<file path="src/rtl/alien_pkg.sv">
// Shared encodings and playfield geometry for the alien fleet controller.
package alien_pkg;

  typedef enum logic [2:0] {
    IDLE      = 3'd0,
    MARCH_R   = 3'd1,
    MARCH_L   = 3'd2,
    DESC_TO_L = 3'd3,
    DESC_TO_R = 3'd4,
    CLEARED   = 3'd5,
    INVADED   = 3'd6
  } state_t;

  localparam logic [1:0] MODE_PLAY = 2'd2;

  localparam int LEFT_EDGE      = 5;
  localparam int RIGHT_EDGE     = 635;
  localparam int BARRIER_BOTTOM = 400;
  localparam int N_ALIENS_DEF   = 8;

endpackage

</file>
<file path="src/rtl/alien_fleet_ctrl_frame_tick.sv">
// One-clock frame tick on the first clock that the scan sits at pixel (0,0).
module frame_tick_detect (
  input  logic       i_clk,
  input  logic       i_rst_n,
  input  logic [9:0] i_x,
  input  logic [9:0] i_y,
  output logic       o_tick
);

  logic w_f;
  logic r_tick_prev;

  assign w_f = (i_x == 10'd0) && (i_y == 10'd0);

  always_ff @(posedge i_clk or negedge i_rst_n) begin
    if (!i_rst_n) r_tick_prev <= 1'b0;
    else          r_tick_prev <= w_f;
  end

  assign o_tick = w_f && !r_tick_prev;

endmodule

</file>
<file path="src/rtl/alien_fleet_ctrl.sv">
// Fleet march sequencer: step timer, edge bounce / descend, speed-up and
// terminal (cleared / invaded) detection.
//   state     | meaning
//   IDLE      | not playing; timer and sticky flags cleared
//   MARCH_R   | stepping right
//   MARCH_L   | stepping left
//   DESC_TO_L | next step descends, then march left
//   DESC_TO_R | next step descends, then march right
//   CLEARED   | all aliens destroyed; hold until mode leaves play
//   INVADED   | live alien reached bottom; hold until mode leaves play
module alien_fleet_ctrl
  import alien_pkg::*;
#(
  parameter int N_ALIENS    = N_ALIENS_DEF,
  parameter int BASE_PERIOD = 200,
  parameter int MIN_PERIOD  = 20,
  parameter int SPEEDUP     = 20
) (
  input  logic                clk,
  input  logic                rst,
  input  logic [1:0]          mode,
  input  logic [9:0]          xCoord,
  input  logic [9:0]          yCoord,
  input  logic [N_ALIENS-1:0] alive,
  input  logic [N_ALIENS-1:0] at_left,
  input  logic [N_ALIENS-1:0] at_right,
  input  logic [N_ALIENS-1:0] at_bottom,
  output logic                move_left,
  output logic                move_right,
  output logic                move_down,
  output logic [10:0]         step_period,
  output logic [3:0]          alive_count,
  output logic                wave_cleared,
  output logic                invaded,
  output logic [2:0]          state
);

  logic        w_tick, w_l, w_r, w_b, w_step_due;
  logic [3:0]  w_alive_count;
  logic [15:0] w_kills, w_raw, w_period;

  state_t      r_state, w_state_nxt;
  logic [10:0] r_frame_cnt, w_cnt_nxt;
  logic        r_move_left, r_move_right, r_move_down;
  logic        w_move_left, w_move_right, w_move_down;
  logic        r_wave_cleared, r_invaded, w_clr_nxt, w_inv_nxt;

  frame_tick_detect u_tick (
    .i_clk   (clk),
    .i_rst_n (rst),
    .i_x     (xCoord),
    .i_y     (yCoord),
    .o_tick  (w_tick)
  );

  // Dead aliens never trigger a bounce or an invasion.
  assign w_l = |(alive & at_left);
  assign w_r = |(alive & at_right);
  assign w_b = |(alive & at_bottom);

  always_comb begin
    w_alive_count = '0;
    for (int i = 0; i < N_ALIENS; i++) w_alive_count = w_alive_count + 4'(alive[i]);
  end

  assign w_kills  = 16'(N_ALIENS) - 16'(w_alive_count);
  assign w_raw    = 16'(BASE_PERIOD) - 16'(SPEEDUP) * w_kills;
  assign w_period = ($signed(w_raw) < $signed(16'(MIN_PERIOD))) ? 16'(MIN_PERIOD) : w_raw;
  // Written as cnt+1 >= period so a shrunken period never underflows.
  assign w_step_due = ({5'd0, r_frame_cnt} + 16'd1) >= w_period;

  always_comb begin
    w_state_nxt  = r_state;
    w_cnt_nxt    = r_frame_cnt;
    w_move_left  = 1'b0;
    w_move_right = 1'b0;
    w_move_down  = 1'b0;
    w_clr_nxt    = r_wave_cleared;
    w_inv_nxt    = r_invaded;
    if (mode != MODE_PLAY) begin
      w_state_nxt = IDLE;
      w_cnt_nxt   = '0;
      w_clr_nxt   = 1'b0;
      w_inv_nxt   = 1'b0;
    end else begin
      case (r_state)
        IDLE: begin
          w_state_nxt = MARCH_R;
          w_cnt_nxt   = '0;
        end
        MARCH_R, MARCH_L, DESC_TO_L, DESC_TO_R: begin
          if (alive == '0) begin
            w_state_nxt = CLEARED;
            w_clr_nxt   = 1'b1;
          end else if (w_b) begin
            w_state_nxt = INVADED;
            w_inv_nxt   = 1'b1;
          end else if (w_tick) begin
            if (w_step_due) begin
              w_cnt_nxt = '0;
              case (r_state)
                MARCH_R:   if (w_r) w_state_nxt = DESC_TO_L; else w_move_right = 1'b1;
                MARCH_L:   if (w_l) w_state_nxt = DESC_TO_R; else w_move_left = 1'b1;
                DESC_TO_L: begin w_move_down = 1'b1; w_state_nxt = MARCH_L; end
                default:   begin w_move_down = 1'b1; w_state_nxt = MARCH_R; end
              endcase
            end else begin
              w_cnt_nxt = r_frame_cnt + 11'd1;
            end
          end
        end
        default: ;
      endcase
    end
  end

  always_ff @(posedge clk or negedge rst) begin
    if (!rst) begin
      r_state        <= IDLE;
      r_frame_cnt    <= '0;
      r_move_left    <= 1'b0;
      r_move_right   <= 1'b0;
      r_move_down    <= 1'b0;
      r_wave_cleared <= 1'b0;
      r_invaded      <= 1'b0;
    end else begin
      r_state        <= w_state_nxt;
      r_frame_cnt    <= w_cnt_nxt;
      r_move_left    <= w_move_left;
      r_move_right   <= w_move_right;
      r_move_down    <= w_move_down;
      r_wave_cleared <= w_clr_nxt;
      r_invaded      <= w_inv_nxt;
    end
  end

  assign move_left    = r_move_left;
  assign move_right   = r_move_right;
  assign move_down    = r_move_down;
  assign step_period  = w_period[10:0];
  assign alive_count  = w_alive_count;
  assign wave_cleared = r_wave_cleared;
  assign invaded      = r_invaded;
  assign state        = r_state;

endmodule

</file>
<file path="config.mk">
export PLATFORM = sky130hd
export DESIGN_NAME = alien_fleet_ctrl
export DESIGN_NICKNAME = d
export VERILOG_FILES = /design/src/rtl/alien_pkg.sv /design/src/rtl/alien_fleet_ctrl_frame_tick.sv /design/src/rtl/alien_fleet_ctrl.sv
export SDC_FILE = /design/constraint.sdc
export NUM_CORES = 1
export LEC_CHECK = 0
export ABC_AREA = 1
export BUFFER_PORTS_ARGS = -buffer_cell sky130_fd_sc_hd__buf_2
export CORE_ASPECT_RATIO = 1.75
export CORE_MARGIN = 4
export CORE_UTILIZATION = 40
export DETAILED_ROUTE_END_ITERATION = 16
export PLACE_DENSITY = 0.72
export SYNTH_ARGS = -nofsm -noshare
export SYNTH_HDL_FRONTEND = slang
export SYNTH_SLANG_ARGS = --single-unit
</file>
<file path="constraint.sdc">
create_clock -name clk -period 9.99 [get_ports clk]
set_input_delay 2.4975 -clock clk [delete_from_list [all_inputs] [get_ports clk]]
set_output_delay 2.4975 -clock clk [all_outputs]
set_load 0.02 [all_outputs]
</file>
## After elaboration in Yosys (flattened, before gate mapping)

Index checks and enable logic that the tools add are counted.
Widths: inputs -> output; s select.

| cells by class | value |
|---|---|
| $mul | 1 |
| reduce and logical (&&, ||, !) cells | 20 |
| eq/ne operators | 13 |
| mux-type cells | 46 |
| bitwise operators | 3 |
| add/sub/neg operators | 11 |
| magnitude comparators | 2 |

Operators with widths:

| kind | number |
|---|---|
| $mux 11 | 5 |
| $mux 1 | 30 |
| $and 8x8->8 | 3 |
| $reduce_or 8->1 | 3 |
| $pmux 11 s2 | 1 |
| $mux 3 | 7 |
| $logic_not 10->1 | 2 |
| $add 4x1->4 | 4 |
| $ge 12x16->1 | 1 |
| $lt 16x6->1 const B | 1 |
| $mul 3x16->14 const A | 1 |
| $mux 16 | 1 |
| $sub 8x16->16 const A | 1 |
| $add 11x1->12 const B | 1 |
| $ne 6x6->1 const B | 2 |
| $add 11x1->11 const B | 1 |
| $pmux 3 s3 | 1 |
| $logic_not 8->1 | 1 |
| $eq 3x2->1 const B | 2 |
| $ne 3x3->1 const B | 2 |
| $pmux 3 s2 | 1 |
| $reduce_bool 2->1 | 3 |
| $ne 5x4->1 const B | 1 |
| $ne 5x5->1 const B | 1 |
| 18 further kinds | 20 |

| word-level totals | value |
|---|---|
| word-level logic and storage cells | 104 |
| register bits after elaboration | 20 |
| input port bits | 56 |
| output and inout bits | 23 |

## Depth between registers and ports, before layout

| logic depth | value |
|---|---|
| depth in word-level cells | 19 |
| depth in mapped cells | 45 |
| gate-level depth less buffers | 45 |

## Hierarchy

Synthesis repeated with hierarchy kept, for this count alone.

| second synthesis, totals | value |
|---|---|
| cells, all modules | 376 |
| area total of the unflattened synthesis | 2474.9 um2 |

By module, submodules not included:

| module | seq. area each (um2) | instances | cells an instance | area an instance (um2) |
|---|---|---|---|---|
| alien_fleet_ctrl | 475.5 | 1 | 355 | 2358.5 |
| frame_tick_detect | 25.0 | 1 | 21 | 116.4 |

## Worst setup path before layout

Ideal clock, no wire load.

| timing | value |
|---|---|
| path kind | input -> output |
| start point | input alive[0] |
| end point | output step_period[10] |
| cell stages on the path | 28 |
| data required time | 7.493 ns |
| path slack | -0.458 ns |
| path buffers | 0 |
| data arrival time | 7.951 ns |
| cells stage by stage | inv_1 fa_1 fa_1 fa_1 inv_1 ha_1 inv_1 fa_1 inv_1 nor3_1 xor2_1 ha_1 ha_1 fa_1 nand2_1 a21boi_2 inv_1 ha_1 inv_1 nor2_1 nand2_1 nor2_4 xnor2_1 nor4_1 ha_1 inv_1 nand2_1 inv_1 |

| between the ends | value |
|---|---|
| word-level cells in the longest chain between the ends | 12 |

Ends and longest elaborated chain:

| item | RTL line | text |
|---|---|---|
| start, declared | alien_fleet_ctrl.sv:24 | `input logic [N_ALIENS-1:0] alive,` |
| $add 1x1->2 * | alien_fleet_ctrl.sv:63 | `for (int i = 0; i < N_ALIENS; i++) w_alive_count = w_alive_count + 4'(alive[i]);` |
| $add 2x1->3 * | alien_fleet_ctrl.sv:63 |  |
| $add 3x1->4 * | alien_fleet_ctrl.sv:63 |  |
| $add 4x1->4 * (4 in series) | alien_fleet_ctrl.sv:63 |  |
| via alive_count[1] | alien_fleet_ctrl.sv:32 | `output logic [3:0] alive_count,` |
| $sub 4x4->5 * | alien_fleet_ctrl.sv:66 | `assign w_kills = 16'(N_ALIENS) - 16'(w_alive_count);` |
| $mul 3x16->14 * | alien_fleet_ctrl.sv:67 | `assign w_raw = 16'(BASE_PERIOD) - 16'(SPEEDUP) * w_kills;` |
| $sub 8x16->16 * | alien_fleet_ctrl.sv:67 |  |
| $lt 16x6->1 | alien_fleet_ctrl.sv:68 | `assign w_period = ($signed(w_raw) < $signed(16'(MIN_PERIOD))) ? 16'(MIN_PERIOD) : w_raw;` |
| $mux 16 * | alien_fleet_ctrl.sv:68 |  |
| end, declared | alien_fleet_ctrl.sv:31 | `output logic [10:0] step_period,` |

Mark *: on every way through the listed nets, which the timed path passes. The rest lies on a longest branch.

## Worst setup path after layout

| timing | value |
|---|---|
| start point | input alive[3] |
| end point | output step_period[9] |

| between the ends | value |
|---|---|
| word-level cells in the longest chain between the ends | 10 |

Ends and longest elaborated chain:

| item | RTL line |
|---|---|
| $add 3x1->4 * | alien_fleet_ctrl.sv:63 |
| $add 4x1->4 * (4 in series) | alien_fleet_ctrl.sv:63 |
| $sub 4x4->5 * | alien_fleet_ctrl.sv:66 |
| $mul 3x16->14 * | alien_fleet_ctrl.sv:67 |
| $sub 8x16->16 * | alien_fleet_ctrl.sv:67 |
| $lt 16x6->1 | alien_fleet_ctrl.sv:68 |
| $mux 16 * | alien_fleet_ctrl.sv:68 |

Mark *: on every way between the ends. The rest lies on a longest branch, timed or not.

==> flow_summary.toml <==
[die]
placement_rows = 37
die_w_um = 67.5
total_die_area_um2 = 7560
die_h_um = 112
floorplan.io_pins = 79
floorplan.initialDensity = 0.418
area_inside_the_core_boundary_um2 = 5930

[global_routing]
grt_pass1_vias = 2783
grt_ovf = 0
wire_length_of_the_first_global_routing_pass_um = 11100
total_grt_usage = 0.183
grt_start_max_net_pins = 21
grt_antenna_before_repair = 0

[sta]
final-max-slew-violation-count = 0
worst-slew-pin-transition_ps = 498
min_period_ps = 10400
grt_setup_unrepaired = "yes"
setup_viol = 9
timing.final.crit_share = 1.04
timing.slew.headroom = 0.665
timing.clock.skew_ps = 2.98
count_of_endpoints_failing_hold_in_the_final_timing_report = 0
final_critical_path_setup_slack_ps = -407
fin_tns_setup_ps = -3310
timing.fmax_mhz = 96.2

[setup_path]
cp_data_required_time_ps = 7490
arrival_ps = 7900
endpoint_kind = "primary output"
start_kind = "input port"
crit-reg2reg-launch = "r_frame_cnt[0]"
critPathKind = "input port to primary output"
endpoint = "step_period[9]"
r2r-end = "r_frame_cnt[5]"
timing.critical_path.from = "alive[3]"
timing.critical_path.fanout_max = 7
reg2reg_slack_ps = 6870
worst-r2r-cell-count = 15

[logic_synthesis]
synth.cell_area_um2 = 2480
synthCells = 355
synth_largest_area_cell = "sky130_fd_sc_hd__dfrtp_1"
muxShareOfSynthArea = 0.00404
synthTopCellsByArea = "sky130_fd_sc_hd__dfrtp_1 (20%), sky130_fd_sc_hd__ha_1 (14%), sky130_fd_sc_hd__nand2_1 (13%), sky130_fd_sc_hd__inv_1 (9.6%), sky130_fd_sc_hd__nor2_1 (5.6%)"
synth-adder-area-share = 0.182
ys.flop_type = "sky130_fd_sc_hd__dfrtp_1"
synth_cell_types = 40
synth_top_family_by_area = "simple AND/OR/NAND/NOR gates"
synth-edff-count = 0
post-synth-top-area-fraction = 0.202
synth.cells.most_frequent = "sky130_fd_sc_hd__nand2_1 (83), sky130_fd_sc_hd__inv_1 (63), sky130_fd_sc_hd__nor2_1 (37)"
simple_logic_cell_fraction_of_the_synthesized_area = 0.360
ys_seq_elements = 20
synth_seq_area_share = 0.202
complex_gate_fraction_of_the_synthesized_area = 0.0829
post_synth_xor_xnor_area = 0.0601
synth-warning-count = 0
synthMostInstantiatedCell = "sky130_fd_sc_hd__nand2_1"
asyncSetResetFlopFracSynth = 1.00
postSynthAreaPerCell_um2 = 6.98

[drt]
detail_route.first_pass.iterations = 5
initial_drc_count = 88
antenna_left = 0
finalWirelength_um = 6830
routedWlPerCell_um = 12.0
routed-via-count = 2755
vias_per_cell = 4.86
drc = 0

[power]
vdd_drop_max_uv = 532
power.leakage_nw = 2.09
total_power_divided_by_cell_area_nw_per_um2 = 448
total_power_mw = 1.68

[layout]
nets = 579
synthToLayoutAreaGrowth_pct = 51.2
post_route_cells_drive_above_1_share = 0.425
antennaDiodeCount = 0

[status]
violations = "negative setup slack"
status = "finished, violations left"

[clock_network]
ctsLongestPathBuffers = 2
htree_levels = 1
clk_transition_reported_paths_ps = 70
cts.root.buffer_cell = "sky130_fd_sc_hd__clkbuf_8"
tritoncts.num_buffers = 3
cts_num_sinks = 20
clk_latency_ps = 270
tritoncts_clock_tree = "built"

[place]
preCtsSetupSlack_ps = -726
globalplace.congestion = 0.892
io_buffer_count = 76
detailedPlacementHpwl_um = 5760

[min_path]
worstHoldPathType = "flop to flop"

[job]
maxCapViolCount = 0
[layout by cell type, fill, tap and decap left out, types with 2 or more instances in the layout]
cell type,count
sky130_fd_sc_hd__nand2_1,74
sky130_fd_sc_hd__buf_2,65
sky130_fd_sc_hd__buf_4,56
sky130_fd_sc_hd__inv_1,54
sky130_fd_sc_hd__nor2_1,30
sky130_fd_sc_hd__ha_1,20
sky130_fd_sc_hd__dfrtp_1,20
sky130_fd_sc_hd__xor2_1,13
sky130_fd_sc_hd__nand3_1,12
sky130_fd_sc_hd__a21oi_1,11
sky130_fd_sc_hd__inv_2,11
sky130_fd_sc_hd__nand2_2,11
sky130_fd_sc_hd__nor2_4,10
sky130_fd_sc_hd__nand2_4,10
sky130_fd_sc_hd__buf_6,9
sky130_fd_sc_hd__nand4_1,8
sky130_fd_sc_hd__nand3_2,7
sky130_fd_sc_hd__ha_4,6
sky130_fd_sc_hd__nor4_1,5
sky130_fd_sc_hd__nor2_2,4
sky130_fd_sc_hd__xnor2_1,4
sky130_fd_sc_hd__nand3b_1,3
sky130_fd_sc_hd__o21ai_0,3
sky130_fd_sc_hd__o22ai_1,3
sky130_fd_sc_hd__fa_1,3
sky130_fd_sc_hd__clkbuf_8,3
sky130_fd_sc_hd__o21ai_1,2
sky130_fd_sc_hd__nor3_2,2
sky130_fd_sc_hd__nor3_1,2
sky130_fd_sc_hd__o21ai_2,2
sky130_fd_sc_hd__a221oi_1,2
sky130_fd_sc_hd__a22o_1,2
sky130_fd_sc_hd__fa_2,2
sky130_fd_sc_hd__ha_2,2
sky130_fd_sc_hd__conb_1,2
[flip-flops by register name, summed over array words and instances, names as in the netlist]
signal              count
move_down               1
wave_cleared            1
u_tick.r_tick_prev      1
r_frame_cnt            11
state                   3
invaded                 1
move_right              1
move_left               1
[layout make-up]
class | instances | area, µm²
multi-input cells | 267 | 1950
flip-flops and latches | 20 | 500
repair buffers | 131 | 862
well taps | 78 | 97.6
inverters | 67 | 264
clock inverters | 1 | 30.0
clock buffers | 3 | 41.3
fillers | 563 | 2180
[logic make-up (layout without fill, tap and decap cells)]
group | count (synthesis) | after routing
other | 1 | 2
adder cells (fa/ha/maj) | 33 | 33
AO/OA/AOI/OAI | 31 | 31
XOR/XNOR | 17 | 17
multiplexers | 1 | 1
flip-flops | 20 | 20
buffers and inverters | 69 | 202
AND/OR/NAND/NOR | 183 | 183
[repair_timing]
action,CTS,global route
hold buffers,0,0
buffers inserted,3,3
resized for setup,27,27
endpoints found under the setup margin,9,12
pin swaps,10,12
gates cloned,0,0
[power breakdown]
| group | internal (mW) | switching [mW] | leakage (nW) |
|---|---|---|---|
| sequential | 0.0825 | 0.00208 | 0.278 |
| combinational | 0.737 | 0.775 | 1.77 |
| clock | 0.0536 | 0.0279 | 0.0357 |
| total | 0.873 | 0.805 | 2.09 |
[through the flow]
step / hold slack (ps) / cells / util / instance area, µm²
2_1_floorplan: 449 / 356 / - / 2560
3_3_place_gp: 465 / 557 / 0.573 / 3400
3_5_place_dp: 478 / 557 / 0.573 / 3400
4_1_cts: 497 / 564 / 0.604 / 3580
5_1_grt: 527 / 567 / 0.632 / 3740
6_report: 492 / 567 / 0.632 / 3740
[critical path: stages]
cell	delay [ps]
sky130_fd_sc_hd__buf_8	90
sky130_fd_sc_hd__inv_8	30
sky130_fd_sc_hd__fa_1	550
sky130_fd_sc_hd__fa_1	430
sky130_fd_sc_hd__fa_1	430
sky130_fd_sc_hd__inv_1	70
sky130_fd_sc_hd__ha_2	170
sky130_fd_sc_hd__inv_2	40
sky130_fd_sc_hd__fa_2	590
sky130_fd_sc_hd__inv_2	60
sky130_fd_sc_hd__nor3_2	120
sky130_fd_sc_hd__xor2_1	230
sky130_fd_sc_hd__ha_1	280
sky130_fd_sc_hd__ha_2	190
sky130_fd_sc_hd__fa_2	350
sky130_fd_sc_hd__nand2_2	90
sky130_fd_sc_hd__inv_1	70
sky130_fd_sc_hd__nor2_4	130
sky130_fd_sc_hd__nand3_2	140
sky130_fd_sc_hd__nand2_1	90
sky130_fd_sc_hd__nand2_1	70
sky130_fd_sc_hd__nand2_2	70
sky130_fd_sc_hd__nand4_1	150
sky130_fd_sc_hd__nor4_4	340
sky130_fd_sc_hd__ha_4	310
sky130_fd_sc_hd__nor2_2	160
sky130_fd_sc_hd__buf_4	160
[metal layers]
metal	track usage	wire [µm]	share of wire
met1	0.194	2430	0.36
met4	0.0935	249	0.036
met5	0	0	0
met2	0.344	3880	0.57
met3	0.00901	264	0.039
[worst min path at each step]
stage	to	start	cells after the start
6_report	r_frame_cnt[10]	r_frame_cnt[10]	2
5_1_grt	r_frame_cnt[10]	r_frame_cnt[10]	2
4_1_cts	r_frame_cnt[10]	r_frame_cnt[10]	2
3_5_place_dp	r_frame_cnt[10]	r_frame_cnt[10]	2
3_3_place_gp	r_frame_cnt[10]	r_frame_cnt[10]	2
2_1_floorplan	r_frame_cnt[10]	r_frame_cnt[10]	2
Power figures use the tool's default switching activity.
